<file path="src/rtl/btn_conditioner.sv">
// Button front end: polarity correction, two-flop synchroniser, tick-based
// debounce, press/release pulses and keyboard-style auto-repeat.
// All channels share one prescaler; each channel owns its debounce and
// repeat state, so channels never interact.
module btn_conditioner #(
  parameter int             N          = 7,
  parameter logic [N-1:0]   POL        = 7'b1000000,
  parameter int             PRESC_BITS = 16,
  parameter int             DB_TICKS   = 4,
  parameter int             REP_EN     = 1,
  parameter int             REP_DELAY  = 200,
  parameter int             REP_PERIOD = 40,
  parameter int             CW         = 8
) (
  input  logic         clk,
  input  logic         rstn,
  input  logic [N-1:0] btn_raw,
  output logic [N-1:0] btn_level,
  output logic [N-1:0] btn_press,
  output logic [N-1:0] btn_release,
  output logic [N-1:0] btn_event,
  output logic         tick
);

  localparam int DBW    = $clog2(DB_TICKS + 1);
  localparam bit REP_ON = (REP_EN != 0);

  logic [PRESC_BITS-1:0] presc_cnt;
  logic [N-1:0]          sync1;
  logic [N-1:0]          sync2;

  // Free-running prescaler; the tick is the cycle where it is all-ones
  always_ff @(posedge clk or negedge rstn) begin
    if (!rstn) begin
      presc_cnt <= '0;
    end else begin
      presc_cnt <= presc_cnt + PRESC_BITS'(1);
    end
  end

  assign tick = &presc_cnt;

  // Polarity-corrected inputs pass through a two-flop synchroniser
  always_ff @(posedge clk or negedge rstn) begin
    if (!rstn) begin
      sync1 <= '0;
      sync2 <= '0;
    end else begin
      sync1 <= btn_raw ^ POL;
      sync2 <= sync1;
    end
  end

  genvar i;
  for (i = 0; i < N; i++) begin : g_ch
    logic           level_r;
    logic           lvl_d;
    logic           rep_q;
    logic [DBW-1:0] db_cnt;
    logic [CW-1:0]  rep_cnt;
    logic           differs;
    logic           flip;
    logic           level_nxt;
    logic           press;

    assign differs   = (sync2[i] != level_r);
    assign flip      = tick && differs && (db_cnt == DBW'(DB_TICKS - 1));
    assign level_nxt = flip ? sync2[i] : level_r;
    assign press     = level_r & ~lvl_d;

    // Debounce: the level flips only after DB_TICKS consecutive disagreeing ticks
    always_ff @(posedge clk or negedge rstn) begin
      if (!rstn) begin
        level_r <= 1'b0;
        db_cnt  <= '0;
      end else if (tick) begin
        if (!differs) begin
          db_cnt <= '0;
        end else if (flip) begin
          level_r <= sync2[i];
          db_cnt  <= '0;
        end else begin
          db_cnt <= db_cnt + DBW'(1);
        end
      end
    end

    // Delayed copy of the level for edge detection
    always_ff @(posedge clk or negedge rstn) begin
      if (!rstn) begin
        lvl_d <= 1'b0;
      end else begin
        lvl_d <= level_r;
      end
    end

    // Auto-repeat: load the delay on press, then reload with the period on each expiry;
    // a level that is falling this cycle cancels any repeat due on the same tick
    always_ff @(posedge clk or negedge rstn) begin
      if (!rstn) begin
        rep_cnt <= '0;
        rep_q   <= 1'b0;
      end else begin
        rep_q <= 1'b0;
        if (!level_r || !level_nxt) begin
          rep_cnt <= '0;
        end else if (press) begin
          rep_cnt <= CW'(REP_DELAY);
        end else if (tick) begin
          if (rep_cnt == CW'(1)) begin
            rep_cnt <= CW'(REP_PERIOD);
            rep_q   <= 1'b1;
          end else begin
            rep_cnt <= rep_cnt - CW'(1);
          end
        end
      end
    end

    assign btn_level[i]   = level_r;
    assign btn_press[i]   = press;
    assign btn_release[i] = ~level_r & lvl_d;
    assign btn_event[i]   = press | (rep_q & REP_ON);
  end

endmodule
</file>
<file path="config.mk">
export PLATFORM = sky130hd
export DESIGN_NAME = btn_conditioner
export DESIGN_NICKNAME = d
export VERILOG_FILES = /design/src/rtl/btn_conditioner.sv
export SDC_FILE = /design/constraint.sdc
export NUM_CORES = 1
export LEC_CHECK = 0
export CAP_MARGIN = 25
export CORE_MARGIN = 5
export CORE_UTILIZATION = 55
export DETAILED_ROUTE_END_ITERATION = 6
export PLACE_DENSITY = 0.75
export SLEW_MARGIN = 20
export SYNTH_ARGS = -nofsm -noshare
export SYNTH_HDL_FRONTEND = slang
export SYNTH_SLANG_ARGS = --single-unit
</file>
<file path="constraint.sdc">
create_clock -name clk -period 2.8 [get_ports clk]
set_input_delay 0.56 -clock clk [delete_from_list [all_inputs] [get_ports clk]]
set_output_delay 0.56 -clock clk [all_outputs]
set_load 0.05 [all_outputs]
</file>
# Word-level counts from Yosys, hierarchy flattened
# Cells that the tools add are included.
[op_classes] addsub=15 n_mul=0 div=0 magnitude_cmp=0 n_eq_ne=21 shift=0 n_mux=77 n_bitwise=36 n_reduce_logical=50
[op_table] op="$mux 8" count=28
[op_table] op="$reduce_and 17->1" count=7
[op_table] op="$eq 8x1->1 const B" count=7
[op_table] op="$sub 8x1->8 const B" count=7
[op_table] op="$mux 3" count=14
[op_table] op="$mux 1" count=35
[op_table] op="$add 3x1->3 const B" count=7
[op_table] op="$eq 3x2->1 const B" count=7
[op_table] op="$reduce_bool 3->1" count=7
[op_table] op="$add 16x1->16 const B" count=1
[op_table] op="$reduce_and 16->1" count=1
[op_table] op="$not 1->1" count=15
[op_table] op="$and 1x1->1" count=14
[op_table] op="$logic_and 1x1->1" count=14
[op_table] op="$logic_not 1->1" count=14
[op_table] op="$logic_or 1x1->1" count=7
[op_table] op="$ne 1x1->1" count=7
[op_table] op="$or 1x1->1" count=7
[word_totals] ff_bits=128 latch_bits=0 mem_bits_rw=0 romBits=0 input_bits=9 out_inout_bits=29 mem_count=0

# Logic depth before layout (Yosys ltp)
# Gate-level depths: netlist of the first run.
[depth] depth_word=7 depth_mapped=10 depth_no_buf=7

# Worst setup path before layout of the first run
# Ideal clock, no wire load.
[synth_timing] path_type="register -> output" from="register presc_cnt[0]" to="output tick" arrival_ns=2.365 required_ns=2.240 path_slack_ns=-0.125 path_stages_with_launch=9 cell_sequence="dfrtp_1 > ha_1 > nand3_1 > or4_1 > clkbuf_1 > inv_1 > buf_2 > buf_2 > buf_1"
[synth_between] elab_chain_cells=1
[synth_lines] item="from (decl)" line_no="28" source="logic [PRESC_BITS-1:0] presc_cnt;"
[synth_lines] item="from (signal assigned)" line_no="37" source="presc_cnt <= presc_cnt + PRESC_BITS'(1);"
[synth_lines] item="$reduce_and 16->1" line_no="41" source="assign tick = &presc_cnt;"
[synth_lines] item="to (decl)" line_no="22" source="output logic tick"
# Every way passes these cells.

# Final worst setup path of the first run
# Same ends and word-level chain as after synthesis.

==> impl_metrics.json, run 1 <==
{
  "status": "completed",
  "rows": 39,
  "tns_ns": 0,
  "hold_violations": 0,
  "fin_cells": 880,
  "grtUsageTotal_pct": 19.35,
  "fin_crit_ns": 2.676,
  "clk_latency_ns": 0.43,
  "first_global_vias": 5087,
  "cp-start-kind": "flip-flop",
  "cts_sinks": 128,
  "clockBufferDepth": 2,
  "ys_seq_area_share_pct": 49.71,
  "cpMostUsedCell": "buf_12",
  "vias": 5172,
  "fin_skew_ns": 0.004993,
  "power_density_mw_per_mm2": 596.4,
  "numCtsBuffers": 17,
  "ys_warn_count": 0,
  "synth_seq_cells": 128,
  "die_x_um": 118.2,
  "cp_num_buf_inv": 3,
  "drt-total-wl_um": 12900,
  "nFillCells": 869,
  "cp.arrival_ns": 2.12,
  "hold_buffers": 0,
  "required_ns": 2.24,
  "antenna_found_initial": 0,
  "drt-initial-drc-count": 379,
  "syn_nets": 720,
  "io_pins": 38,
  "grt_pass1_wl_um": 22640,
  "synth.distinct_cells": 49,
  "cpPeakStageDelay_ns": 0.56,
  "crit_fanout": 27,
  "slew_headroom_pct": 51.24,
  "setup_violations": 0,
  "drv_cap": 0,
  "clk_pin_slew_ns": 0.06,
  "synth_cells": 689,
  "synth_edf_count": 0,
  "leakagePower_nw": 3.415,
  "place_inst": 847,
  "clock_tree.root_cell": "clkbuf_16",
  "drtPass1Iterations": 5,
  "gp_congestion": 0.8272,
  "overflow": 0,
  "synth.area.top_cells": "dfrtp_1 (50%), nor2_1 (4.3%), ha_1 (4.3%)",
  "crit_slowest_cell": "or4_4",
  "grt_setup_unrepaired": "false",
  "fin_util_pct": 67.06,
  "crit_family": "simple AND/OR/NAND/NOR gates",
  "fin_nets": 755,
  "ant_nets": 0,
  "htreeDepth": 4,
  "insertedDiodeCount": 0,
  "syn_avg_cell_area_um2": 9.352,
  "syn_to_final_growth_pct": 19.34,
  "timing.final.crit_share_pct": 95.57,
  "final_max_slew_viol_count": 0,
  "core-area_mm2": 0.01147,
  "synth_top_area_share_pct": 49.71,
  "peakVddDrop_uv": 525.7,
  "viasPerCell": 5.877,
  "critPathKind": "flip-flop to output pin",
  "die_y_um": 118.2,
  "grt_max_degree": 57,
  "synth_ff_type": "dfrtp_1",
  "drive_gt1_share_pct": 9.905,
  "cts_tree": "done",
  "synth_async_sr_flop_share_pct": 100.0,
  "remaining_drc_errors": 0,
  "worst_pin_slew_ns": 0.7298,
  "dieArea_mm2": 0.01398,
  "hp-class": "primary input to asynchronous set/reset pin",
  "netlist_area_mm2": 0.006444,
  "hpwl_um": 8769,
  "synth_top_area_cell": "dfrtp_1",
  "io_buffers": 37,
  "start_util_pct": 56.19,
  "cp-end-kind": "output pin",
  "max_freq_mhz": 373.7,
  "avgRoutedWirePerCell_um": 14.65,
  "worstPathCellList": "ha_4, nand3_1, or4_4, inv_4, buf_12, buf_12"
}
-- final cells by class --
| cell class | instances | area, µm² | share of cell area [%] |
|---|---|---|---|
| multi-input cells | 493 | 2947 | 38.32 |
| flip-flops and latches | 128 | 3204 | 41.67 |
| well taps | 143 | 178.9 | 2.327 |
| inverters | 35 | 133.9 | 1.741 |
| repair buffers | 49 | 508.0 | 6.606 |
| clock buffers | 20 | 466.7 | 6.069 |
| clock inverters | 12 | 251.5 | 3.270 |
-- cell usage after synthesis (all sizes together), types with 7 or more instances --
library cell	count
a31oi	15
mux2	7
nand3	29
xnor2	17
nor4	12
nor3	28
o21ai	38
or4	13
or2	9
nor2b	18
dfrtp	128
and3	10
inv	35
a21oi	50
nor2	74
o22ai	9
nand4	8
clkbuf	13
nand2b	7
nand2	61
buf	20
ha	22
-- layout by cell type (no fill, tap or decap), types with 6 or more instances in the layout --
cell type	instances
a22oi_1	6
or2_2	9
nor3_1	28
nand2_1	61
nor2b_1	18
nor2_1	74
clkbuf_16	17
and3_1	10
a21oi_1	50
nor4_1	12
nand2b_1	7
or4_1	11
xnor2_1	17
inv_1	34
o41ai_1	6
o21ai_0	38
nand3_1	29
bufinv_16	7
o22ai_1	9
a31oi_1	15
nand4_1	8
mux2_2	7
ha_1	21
clkdlybuf4s50_1	34
o21a_1	6
dfrtp_1	127
buf_4	10
-- worst reg2reg max path: stages (launching register included) --
cell and delay, ns:
dfrtp_2 0.44, ha_4 0.18, nand3_1 0.07, or4_4 0.56, buf_4 0.31, or4_1 0.64, a31oi_1 0.20
-- worst paths after layout --
kind                       slack, ns                              to              startpoint  cells past startpoint
max reg2reg                     0.33  g_ch[6].rep_cnt[6]$_DFFE_PN0P_  presc_cnt[0]$_DFF_PN0_                      6
min in group clk                0.35              sync2[5]$_DFF_PN0_      sync1[5]$_DFF_PN0_                      0
min reg2reg                     0.35              sync2[5]$_DFF_PN0_      sync1[5]$_DFF_PN0_                      0
max in group asynchronous       2.06  g_ch[0].rep_cnt[1]$_DFFE_PN0P_                    rstn                      2
max                             0.12                            tick  presc_cnt[0]$_DFF_PN0_                      6
min                             0.07   g_ch[2].db_cnt[1]$_DFFE_PN0P_                    rstn                      1
-- registers in the layout, summed over array words and instances, names as in the netlist --
signal / cells
g_ch.db_cnt: 21
g_ch.rep_q: 7
presc_cnt: 16
g_ch.lvl_d: 7
sync2: 7
g_ch.level_r: 7
g_ch.rep_cnt: 56
sync1: 7
-- power breakdown --
group	switching [mW]	internal, mW
Combinational	0.0425	0.0194
Sequential	0.00727	1.86
Clock	0.820	1.84
-- routing by layer --
layer / routed length [µm] / vias to the layer above / global-route usage [%] / share of wire, %
met5: 0 / - / 0 / 0
met4: 207 / 0 / 7.097 / 1.6
met3: 611 / 25 / 6.638 / 4.7
met2: 6401 / 128 / 32.45 / 50
met1: 5676 / 2507 / 23.12 / 44
li1: - / 2512 / - / -
-- metrics by stage --
step	hold WS, ns	power [mW]	instance area, µm²	worst slack (ns)
4_1_cts	0.07942	4.634	7677	0.02802
6_report	0.06981	4.586	7690	0.1242
2_1_floorplan	0.2644	1.909	6445	0.1608
3_5_place_dp	0.3357	1.966	6943	0.05147
5_1_grt	0.09640	4.729	7690	0.02057
3_3_place_gp	0.3334	1.964	6943	0.2096
-- timing repair --
item	CTS	global route
endpoints found under the setup margin	1	2
endpoints found under the hold margin	0	0
gates cloned	0	0
setup buffers	1	0
pin swaps	0	0
gates resized for setup	5	2
-- cell families (layout without fill, tap and decap cells) --
group | count (synthesis) | after routing | synth area share (%)
AO/OA/AOI/OAI | 147 | 147 | 13.61
XOR/XNOR | 22 | 22 | 2.990
adder cells (fa/ha/maj) | 22 | 22 | 4.272
buffers and inverters | 68 | 116 | 4.816
flip-flops | 128 | 128 | 49.71
multiplexers | 10 | 10 | 1.689
AND/OR/NAND/NOR | 292 | 292 | 22.91
No activity file was read; power rests on OpenSTA's default activity.
==> run 2, diff against run 1 <==
CTS_CLUSTER_DIAMETER = 100   (was unset)
==> results of run 2 <==
The final DEF is identical to that of run 1; final timing and power are the same.
